<file path="config.mk">
export PLATFORM = sky130hd
export DESIGN_NAME = fetch_stage
export DESIGN_NICKNAME = d
export VERILOG_FILES = /design/src/rtl/fetch_stage.sv
export SDC_FILE = /design/constraint.sdc
export NUM_CORES = 1
export LEC_CHECK = 0
export ABC_CLOCK_PERIOD_IN_PS = 6050
export CORE_UTILIZATION = 60
export CTS_CLUSTER_DIAMETER = 30
export DETAILED_ROUTE_END_ITERATION = 16
export PLACE_DENSITY = 0.85
export SETUP_SLACK_MARGIN = 0.05
export SLEW_MARGIN = 30
export SYNTH_ARGS = -nofsm -noshare
export SYNTH_HDL_FRONTEND = slang
export SYNTH_SLANG_ARGS = --single-unit
</file>
<file path="constraint.sdc">
create_clock -name clk -period 6.05 [get_ports clk]
set_input_delay 1.815 -clock clk [delete_from_list [all_inputs] [get_ports clk]]
set_output_delay 1.815 -clock clk [all_outputs]
set_load 0.005 [all_outputs]
</file>
<file path="src/rtl/fetch_stage.sv">
// rtl/fetch_stage.sv - IF stage: in-order imem requests, credit-limited prefetch FIFO, redirect flush.
module fetch_stage #(
    parameter int          DEPTH    = 4,
    parameter logic [31:0] RESET_PC = 32'h0000_0000,
    parameter logic [31:0] NOP      = 32'h0000_0013
) (
    input  logic        clk,
    input  logic        reset,
    output logic        imem_req_valid,
    input  logic        imem_req_ready,
    output logic [31:0] imem_req_addr,
    input  logic        imem_rsp_valid,
    input  logic [31:0] imem_rsp_data,
    input  logic        redirect_valid,
    input  logic [31:0] redirect_pc,
    input  logic        stall,
    output logic        if_id_valid,
    output logic [31:0] if_id_ir,
    output logic [31:0] if_id_npc,
    output logic [31:0] if_id_pc,
    output logic        protocol_err
);
    localparam int CW = $clog2(DEPTH + 1);
    localparam int PW = (DEPTH > 1) ? $clog2(DEPTH) : 1;

    logic [31:0]   fetch_pc;
    logic [31:0]   rsp_pc;
    logic [31:0]   fifo_pc [DEPTH];
    logic [31:0]   fifo_ir [DEPTH];
    logic [PW-1:0] head;
    logic [PW-1:0] tail;
    logic [CW-1:0] fifo_count;
    logic [CW-1:0] outstanding;
    logic [CW-1:0] drop_cnt;
    logic [CW:0]   credits_used;
    logic          req_fire;
    logic          rsp_accept;
    logic          rsp_keep;
    logic          pop;

    function automatic logic [PW-1:0] ptr_inc(input logic [PW-1:0] p);
        return (p == PW'(DEPTH - 1)) ? '0 : p + PW'(1);
    endfunction

    // Every outstanding request owns a FIFO slot, so a returning word always fits.
    assign credits_used   = {1'b0, fifo_count} + {1'b0, outstanding};
    assign imem_req_valid = !reset && !redirect_valid && (credits_used < (CW+1)'(DEPTH));
    assign imem_req_addr  = fetch_pc;
    assign req_fire       = imem_req_valid && imem_req_ready;
    assign rsp_accept     = imem_rsp_valid && (outstanding != '0);
    assign rsp_keep       = rsp_accept && (drop_cnt == '0) && !redirect_valid;
    assign pop            = !redirect_valid && !stall && (fifo_count != '0);

    always_ff @(posedge clk) begin
        if (rsp_keep) begin
            fifo_pc[tail] <= rsp_pc;
            fifo_ir[tail] <= imem_rsp_data;
        end
    end

    always_ff @(posedge clk) begin
        if (reset) begin
            fetch_pc     <= RESET_PC;
            rsp_pc       <= RESET_PC;
            head         <= '0;
            tail         <= '0;
            fifo_count   <= '0;
            outstanding  <= '0;
            drop_cnt     <= '0;
            if_id_valid  <= 1'b0;
            if_id_ir     <= NOP;
            if_id_npc    <= '0;
            if_id_pc     <= '0;
            protocol_err <= 1'b0;
        end else begin
            outstanding <= outstanding + CW'(req_fire) - CW'(rsp_accept);
            if (imem_rsp_valid && (outstanding == '0))
                protocol_err <= 1'b1;

            if (redirect_valid) begin
                // Everything still in flight belongs to the wrong path and is skipped on return.
                fetch_pc    <= redirect_pc;
                rsp_pc      <= redirect_pc;
                head        <= '0;
                tail        <= '0;
                fifo_count  <= '0;
                drop_cnt    <= outstanding - CW'(rsp_accept);
                if_id_valid <= 1'b0;
                if_id_ir    <= NOP;
            end else begin
                if (req_fire)
                    fetch_pc <= fetch_pc + 32'd4;
                if (rsp_accept && (drop_cnt != '0))
                    drop_cnt <= drop_cnt - CW'(1);
                if (rsp_keep) begin
                    tail   <= ptr_inc(tail);
                    rsp_pc <= rsp_pc + 32'd4;
                end
                if (pop) begin
                    head        <= ptr_inc(head);
                    if_id_valid <= 1'b1;
                    if_id_pc    <= fifo_pc[head];
                    if_id_ir    <= fifo_ir[head];
                    if_id_npc   <= fifo_pc[head] + 32'd4;
                end else if (!stall) begin
                    if_id_valid <= 1'b0;
                    if_id_ir    <= NOP;
                end
                fifo_count <= fifo_count + CW'(rsp_keep) - CW'(pop);
            end
        end
    end
endmodule

</file>
==> results of run 1 <==
==> sequential cells by signal (all words and copies together) (netlist names), named ones only <==
| register | count |
|---|---|
| fifo_count | 3 |
| outstanding | 3 |
| drop_cnt | 3 |
| protocol_err | 1 |
| if_id_npc | 32 |
| rsp_pc | 32 |
| if_id_pc | 30 |
| tail | 2 |
| if_id_valid | 1 |
| fifo_ir | 128 |
| imem_req_addr | 32 |
| fifo_pc | 128 |
| head | 2 |
| if_id_ir | 32 |
==> worst max-delay path, delay by kind of cell <==
kind          cells  cell delay (ns)
buf+inv           2             0.91
simple gates      2             0.45
==> power groups by stage <==
stage          Combinational, W  Clock [W]  Sequential (W)
2_1_floorplan          0.000352          0         0.00336
6_report               0.000581    0.00384         0.00333
3_3_place_gp           0.000550          0         0.00337
3_5_place_dp           0.000567          0         0.00339
5_1_grt                0.000630    0.00399         0.00334
4_1_cts                0.000579    0.00387         0.00333
==> worst max-delay path by stage <==
stage                         startpoint        endpoint  slack (ns)
after detailed placement  redirect_valid  imem_req_valid        1.08
final                     redirect_valid  imem_req_valid        1.06
after global placement    redirect_valid  imem_req_valid        1.12
after floorplan           redirect_valid   fifo_ir[0][0]        1.75
after CTS                 redirect_valid  imem_req_valid        1.06
after global routing      redirect_valid  imem_req_valid        0.93
==> logic make-up after synthesis <==
| family | count (synthesis) |
|---|---|
| AND/OR/NAND/NOR | 410 |
| XOR/XNOR | 65 |
| multiplexers | 71 |
| adder cells (fa/ha/maj) | 20 |
| flip-flops | 431 |
| buffers and inverters | 101 |
| AO/OA/AOI/OAI | 217 |
==> final cells by class <==
| cell class | count | share of cell area, % |
|---|---|---|
| flip-flops and latches | 431 | 51.1 |
| diodes | 1 | 0.0114 |
| inverters | 27 | 0.469 |
| repair buffers | 215 | 9.88 |
| multi-input cells | 783 | 26.1 |
| clock inverters | 48 | 2.50 |
| clock buffers | 71 | 7.77 |
| well taps | 378 | 2.16 |
==> metrics by stage <==
step                      power, W  hold WS (ns)  utilization [%]
after floorplan            0.00371         0.453                -
after global placement     0.00392         0.444             69.7
after detailed placement   0.00395         0.445             69.7
after CTS                  0.00778         0.452             77.7
after global routing       0.00797         0.470             77.7
final                      0.00775         0.452             77.7
==> layer usage <==
layer / up-vias / track usage (%) / wire, um
met5: - / 0 / 0
met4: 0 / 12.1 / 1240
met3: 100 / 5.63 / 3470
met2: 619 / 46.0 / 19700
met1: 5843 / 38.9 / 17200
li1: 5362 / - / -
==> cell usage in the layout (no fill, tap or decap), types with 5 or more instances in the layout <==
cell / instances
edfxtp_1: 256
clkdlybuf4s50_1: 199
dfxtp_1: 173
nor2_1: 133
nand2_1: 132
a21oi_1: 77
clkbuf_16: 67
mux4_2: 51
a211oi_1: 42
xnor2_1: 36
nand3_1: 34
a22oi_1: 32
xor2_1: 29
o21ai_0: 27
inv_1: 25
nand4_1: 21
nor3_1: 18
ha_1: 18
clkinv_2: 12
buf_4: 12
mux4_1: 11
nor4_1: 11
inv_6: 11
a21boi_0: 9
bufinv_16: 9
and4_1: 8
and3_1: 8
a31oi_1: 8
or3_1: 7
mux2i_1: 6
clkinvlp_4: 6
and2_1: 5
a311oi_1: 5
a221oi_1: 5
clkinv_4: 5
==> summary.txt, run 1 <==
Run status
  • Status: completed

Route
  • Via density: 6.10
  • Drt first-iter violations: 1,193
  • Drt wl/cell: between 20 and 25 um
  • DRT Pass-1 Iters: 5
  • # DRC: 0
  • Vias: between 10,000 and 15,000
  • DRT Wirelength: 41,600 um
  • Antenna Nets Post-Route: 0

Logic synthesis
  • Synth Area in Compound Gates: under 10%
  • Sequential area share after synthesis: ~64%
  • Ys flop type: edfxtp_1
  • Largest family of logic cells by synthesized area: simple AND/OR/NAND/NOR gates
  • Synth Area in Adders: roughly 1.5%
  • Mean Syn Cell Area: between 10 and 15 um^2
  • Top-count cell post-synth: edfxtp_1
  • Async set or reset register ratio after synthesis: 0%
  • Post-Syn Nets: approximately 1,400
  • XOR/XNOR share of the synthesized area: 3.28%
  • Yosys reg bits: about 430
  • Cell variety after synth: 64
  • Post-Synthesis Cells: 1,315
  • Mux cell area share after synthesis: under 10%
  • Area contributors post-synth: edfxtp_1 44%, dfxtp_1 20%, mux4_2 6.6%
  • Post-synth top area share: 44.3%
  • Mapped Area: 0.0174 mm^2
  • Post-Synth Simple-Gate Area: between 10% and 20%
  • Commonest cells post-synth: 256 x edfxtp_1, 175 x dfxtp_1, 133 x nor2_1
  • Synth warn: 0
  • Largest area contributor in the netlist: edfxtp_1
  • EDFF count, synth: between 200 and 300

Timing
  • Hold Fails Final Rpt: 0
  • Fin Setup TNS: 0 ns
  • RSZ-0062 raised after global routing: no
  • Min Tclk post-route: ~5.0 ns
  • Max Clk Rate: 0.200 GHz
  • Worst-margin pin slew: 0.975 ns
  • Max transition margin: between 30% and 40%
  • Final critical-path share of the clock period: around 82%
  • Final Max Slew Viols: 0
  • Clock skew: 0.0213 ns
  • Endpoints failing setup: 0
  • Setup WS post-layout: approximately 1.1 ns

Pwr
  • Comb pwr share: about 7.5%
  • Switching Fraction: 23.2%
  • Int Power: just under 0.006 W
  • PD cells: ~350 mW/mm^2
  • Maximum VDD drop: around 0.22 mV
  • Leak pwr: a little over 7 nW
  • Flop pwr share: between 40% and 50%
  • Psw: 0.00180 W
  • Clock share of power: approximately half

Layout
  • Final #Nets: 1,614
  • Share of layout cells above drive strength 1: roughly an eighth
  • # fillers: approximately 1,500
  • Area Overhead vs Synth: 26.1%
  • Fin cells: 1,954
  • Register Area: 0.0112 mm^2
  • Design Area, Final: 0.0219 mm^2
  • Multi-input logic area: between 0.005 and 0.006 mm^2

Clocking
  • CTS sink count: 431
  • Root Buffer: clkbuf_16
  • TritonCTS clock tree: yes
  • Htree depth: 3
  • Post-CTS Resized: 0
  • CTS hold repair buffers: 0
  • Clk Latency, worst-skew pair: ~0.55 ns
  • Post-CTS Setup Inserts: 0
  • Worst-path clk slew: 0.05 ns
  • CTS Buf Count: between 60 and 70
  • Max clock buf depth: 3

Setup path
  • Critical Path Source Type: primary input
  • Arrival time at the worst endpoint: 3.18 ns
  • Worst Path Max Fanout: 2
  • R2r endpoint: if_id_npc[25]
  • Crit path top cell by count: clkdlybuf4s50_1
  • Critical Path RT: around 4.2 ns
  • Setup CP Type: in -> out
  • FF-to-FF setup slack: between 2 and 3 ns
  • Worst-case reg-to-reg path depth: 7
  • Max incr delay on CP: 0.49 ns
  • Crit end category: primary output
  • Worst-path cell chain: clkdlybuf4s50_1 -> nor3_1 -> and3_1 -> clkdlybuf4s50_1
  • Crit path max-delay cell type: clkdlybuf4s50_1

Hold path
  • Min-Delay Endpoint: if_id_pc[13]
  • Depth of the worst hold-timing path: 2
  • HP Class: reg -> reg
  • Hold Startpoint: if_id_pc[13]

Floorplan
  • Starting density of the core: a little over 60%
  • Die X: about 170 um
  • Die footprint: slightly below 0.03 mm^2
  • FP Rows: between 60 and 70
  • Die height: 172 um
  • Core box area: around 0.028 mm^2
  • # IOs: 201

GRT
  • GR Overflow Total: 0
  • Vias in the first global route: between 10,000 and 15,000
  • First-pass GRT wire length: 64,600 um
  • Total track usage: 28.8%
  • Largest net degree at the start of global routing: between 90 and 100
  • Initial antenna violation count: 1

Placed design
  • Pre-CTS setup slack: 1.08 ns
  • Placed inst area: just under 0.02 mm^2
  • # placed instances: between 1,500 and 2,000
  • Hpwl dp: approximately 24,000 um
  • Port bufs: 200
  • GP Congestion: about 0.86

Flow run
  • Max-Cap Viols: 0
(Power assumes the default switching activity.)
==> run 2, diff against run 1 <==
--- a/config.mk
+++ b/config.mk
@@ -5,11 +5,11 @@
 export SDC_FILE = /design/constraint.sdc
 export NUM_CORES = 1
 export LEC_CHECK = 0
-export ABC_CLOCK_PERIOD_IN_PS = 6050
-export CORE_UTILIZATION = 60
+export ABC_CLOCK_PERIOD_IN_PS = 5200
+export CORE_UTILIZATION = 56
 export CTS_CLUSTER_DIAMETER = 30
 export DETAILED_ROUTE_END_ITERATION = 16
-export PLACE_DENSITY = 0.85
+export PLACE_DENSITY = 0.8
 export SETUP_SLACK_MARGIN = 0.05
 export SLEW_MARGIN = 30
 export SYNTH_ARGS = -nofsm -noshare
==> constraint.sdc (replaced) <==
create_clock -name clk -period 5.2 [get_ports clk]
set_input_delay 1.56 -clock clk [delete_from_list [all_inputs] [get_ports clk]]
set_output_delay 1.56 -clock clk [all_outputs]
set_load 0.005 [all_outputs]
==> run 2 against run 1 <==
  * Clock power grew 32%
  * Clock-buffer cell count grew 24
  * Via count shrank 1.3%
  * Global-route usage shrank 2.6 points
  * Sequential cell count is the same
  * Sequential power grew 17%
  * Die area grew 7.1%
  * Largest cell class unchanged
==> summary.txt, run 2 (synthesis results as in run 1) <==
Run status
  • Status: completed

Clocking
  • Clk Latency, worst-skew pair: 0.61 ns (+0.06 ns)
  • Root Buffer: clkbuf_16
  • Post-CTS Resized: 0 (unchanged)
  • CTS sink count: 431 (unchanged)
  • CTS hold repair buffers: 0 (unchanged)
  • Htree depth: 3 (unchanged)
  • Max clock buf depth: 3 (unchanged)
  • TritonCTS clock tree: yes
  • CTS Buf Count: 75 (+14%)
  • Post-CTS Setup Inserts: 0 (unchanged)
  • Worst-path clk slew: 0.05 ns (about the same)

Floorplan
  • Core box area: 0.0305 mm^2 (+8.3%)
  • Die footprint: 0.0317 mm^2 (+7.1%)
  • Die height: 178 um (+3.5%)
  • Starting density of the core: 56.9% (-4.7 points)
  • # IOs: 201 (unchanged)
  • FP Rows: 64 (+4.9%)
  • Die X: 178 um (+3.5%)

Timing
  • Final critical-path share of the clock period: between 80% and 90%
  • Hold Fails Final Rpt: 0 (unchanged)
  • Clock skew: 0.0499 ns (+0.0285 ns)
  • Fin Setup TNS: 0 ns (unchanged)
  • Worst-margin pin slew: 0.831 ns (-0.144 ns)
  • Final Max Slew Viols: 0 (unchanged)
  • Endpoints failing setup: 0 (unchanged)
  • RSZ-0062 raised after global routing: no
  • Min Tclk post-route: between 4 and 5 ns
  • Max transition margin: 44.4% (+9.4 points)
  • Max Clk Rate: between 0.2 and 0.25 GHz
  • Setup WS post-layout: 0.745 ns (-0.315 ns)

Hold path
  • Hold Startpoint: if_id_pc[16]
  • Depth of the worst hold-timing path: 2 (unchanged)
  • Min-Delay Endpoint: if_id_pc[16]
  • HP Class: reg -> reg

Layout
  • Final #Nets: 1,625 (+0.68%)
  • Commonest non-fill, non-tap cell in the layout: edfxtp_1
  • Most frequent cells in the layout: 256 x edfxtp_1, 199 x clkdlybuf4s50_1, 173 x dfxtp_1
  • Share of layout cells above drive strength 1: 13.3% (+0.39 points)
  • Final core occ: 73.4% (-4.4 points)
  • Design Area, Final: 0.0224 mm^2 (+2.2%)
  • Area Overhead vs Synth: 28.9%
  • Diodes inserted: 0 (-1)
  • # fillers: 1,855 (+21%)
  • Top Registers: fifo_ir: 128 flops, fifo_pc: 128 flops
  • Fin cells: 1,993 (+2.0%)

GRT
  • Initial antenna violation count: 0 (-1)
  • Total track usage: 26.3% (-2.6 points)
  • Largest net degree at the start of global routing: 118 (+19%)
  • First-pass GRT wire length: 63,100 um (-2.3%)
  • Vias in the first global route: 11,481 (-2.5%)
  • GR Overflow Total: 0 (unchanged)

Route
  • DRT Pass-1 Iters: 6 (+1)
  • Drt wl/cell: 20.7 um (-2.7%)
  • Via density: 5.90 (-3.3%)
  • Drt first-iter violations: 1,101 (-7.7%)
  • # DRC: 0 (unchanged)
  • DRT Wirelength: 41,400 um (-0.71%)
  • Vias: 11,764 (-1.3%)
  • Antenna Nets Post-Route: 0 (unchanged)

Setup path
  • FF-to-FF setup slack: 2.04 ns (-0.78 ns)
  • Setup CP Type: in -> out
  • Arrival time at the worst endpoint: 2.90 ns (-0.28 ns)
  • Worst-case reg-to-reg path depth: 7 (unchanged)
  • Critical Path RT: 3.64 ns (-0.60 ns)
  • Critical Path Source Type: primary input
  • R2r endpoint: if_id_npc[26]
  • Worst Path Max Fanout: 2 (unchanged)
  • Crit end category: primary output

Pwr
  • Maximum VDD drop: 0.311 mV (+40%)
  • PD cells: 430 mW/mm^2 (+21%)
  • Leak pwr: 7.39 nW (+2.8%)

Placed design
  • Pre-CTS setup slack: 0.773 ns (-0.312 ns)
  • Port bufs: 200 (unchanged)
  • Placed inst area: 0.0197 mm^2 (+0.26%)
  • Hpwl dp: 23,100 um (-4.2%)
  • # placed instances: 1,854 (+1.1%)
  • GP Congestion: 0.847 (-1.5%)

Flow run
  • Max-Cap Viols: 0 (unchanged)
-- run 2: per-layer routing --
metal | vias to the layer above | part of all wire (%) | GRT usage, % | wire length (um)
li1 | 5391 | - | - | -
met1 | 5727 | 41 | 35.1 | 16900
met2 | 582 | 49 | 43.2 | 20400
met3 | 64 | 8.1 | 5.05 | 3350
met4 | 0 | 1.7 | 8.97 | 715
met5 | - | 0 | 0 | 0
-- run 2: worst max path at each step --
stage                         startpoint        endpoint  slack (ns)  cells after the start
final                     redirect_valid  imem_req_valid        0.74                      4
after global routing      redirect_valid  imem_req_valid        0.66                      4
after CTS                 redirect_valid  imem_req_valid        0.74                      4
after detailed placement  redirect_valid  imem_req_valid        0.77                      4
after global placement    redirect_valid  imem_req_valid        0.79                      4
after floorplan           redirect_valid   fifo_ir[0][0]        1.15                      3
-- run 2: report_power, final --
| group | leakage, nW | switching, W | total (W) | internal [W] |
|---|---|---|---|---|
| sequential | 3.76 | 0.000110 | 0.00388 | 0.00377 |
| combinational | 2.36 | 0.000365 | 0.000670 | 0.000305 |
| clock | 1.28 | 0.00176 | 0.00507 | 0.00331 |
| total | 7.39 | 0.00224 | 0.00962 | 0.00738 |
-- run 2: area by class of cell --
type	instances	area, um^2	share of cell area, %
clock buffers	95	2010	8.99
clock inverters	44	679	3.04
inverters	27	103	0.458
multi-input cells	783	5710	25.5
flip-flops and latches	431	11200	50.0
well taps	396	495	2.21
repair buffers	217	2190	9.78
-- run 2: critical path, cell delays in order --
cell and delay (ns):
clkdlybuf4s50_1 0.42, nor3_1 0.23, and3_1 0.19, clkdlybuf4s50_1 0.49
-- run 2: stage by stage --
step,hold WS [ns],total power (W)
after floorplan,0.453,0.00432
after global placement,0.443,0.00457
after detailed placement,0.447,0.00460
after CTS,0.453,0.00967
after global routing,0.471,0.00991
final,0.452,0.00962
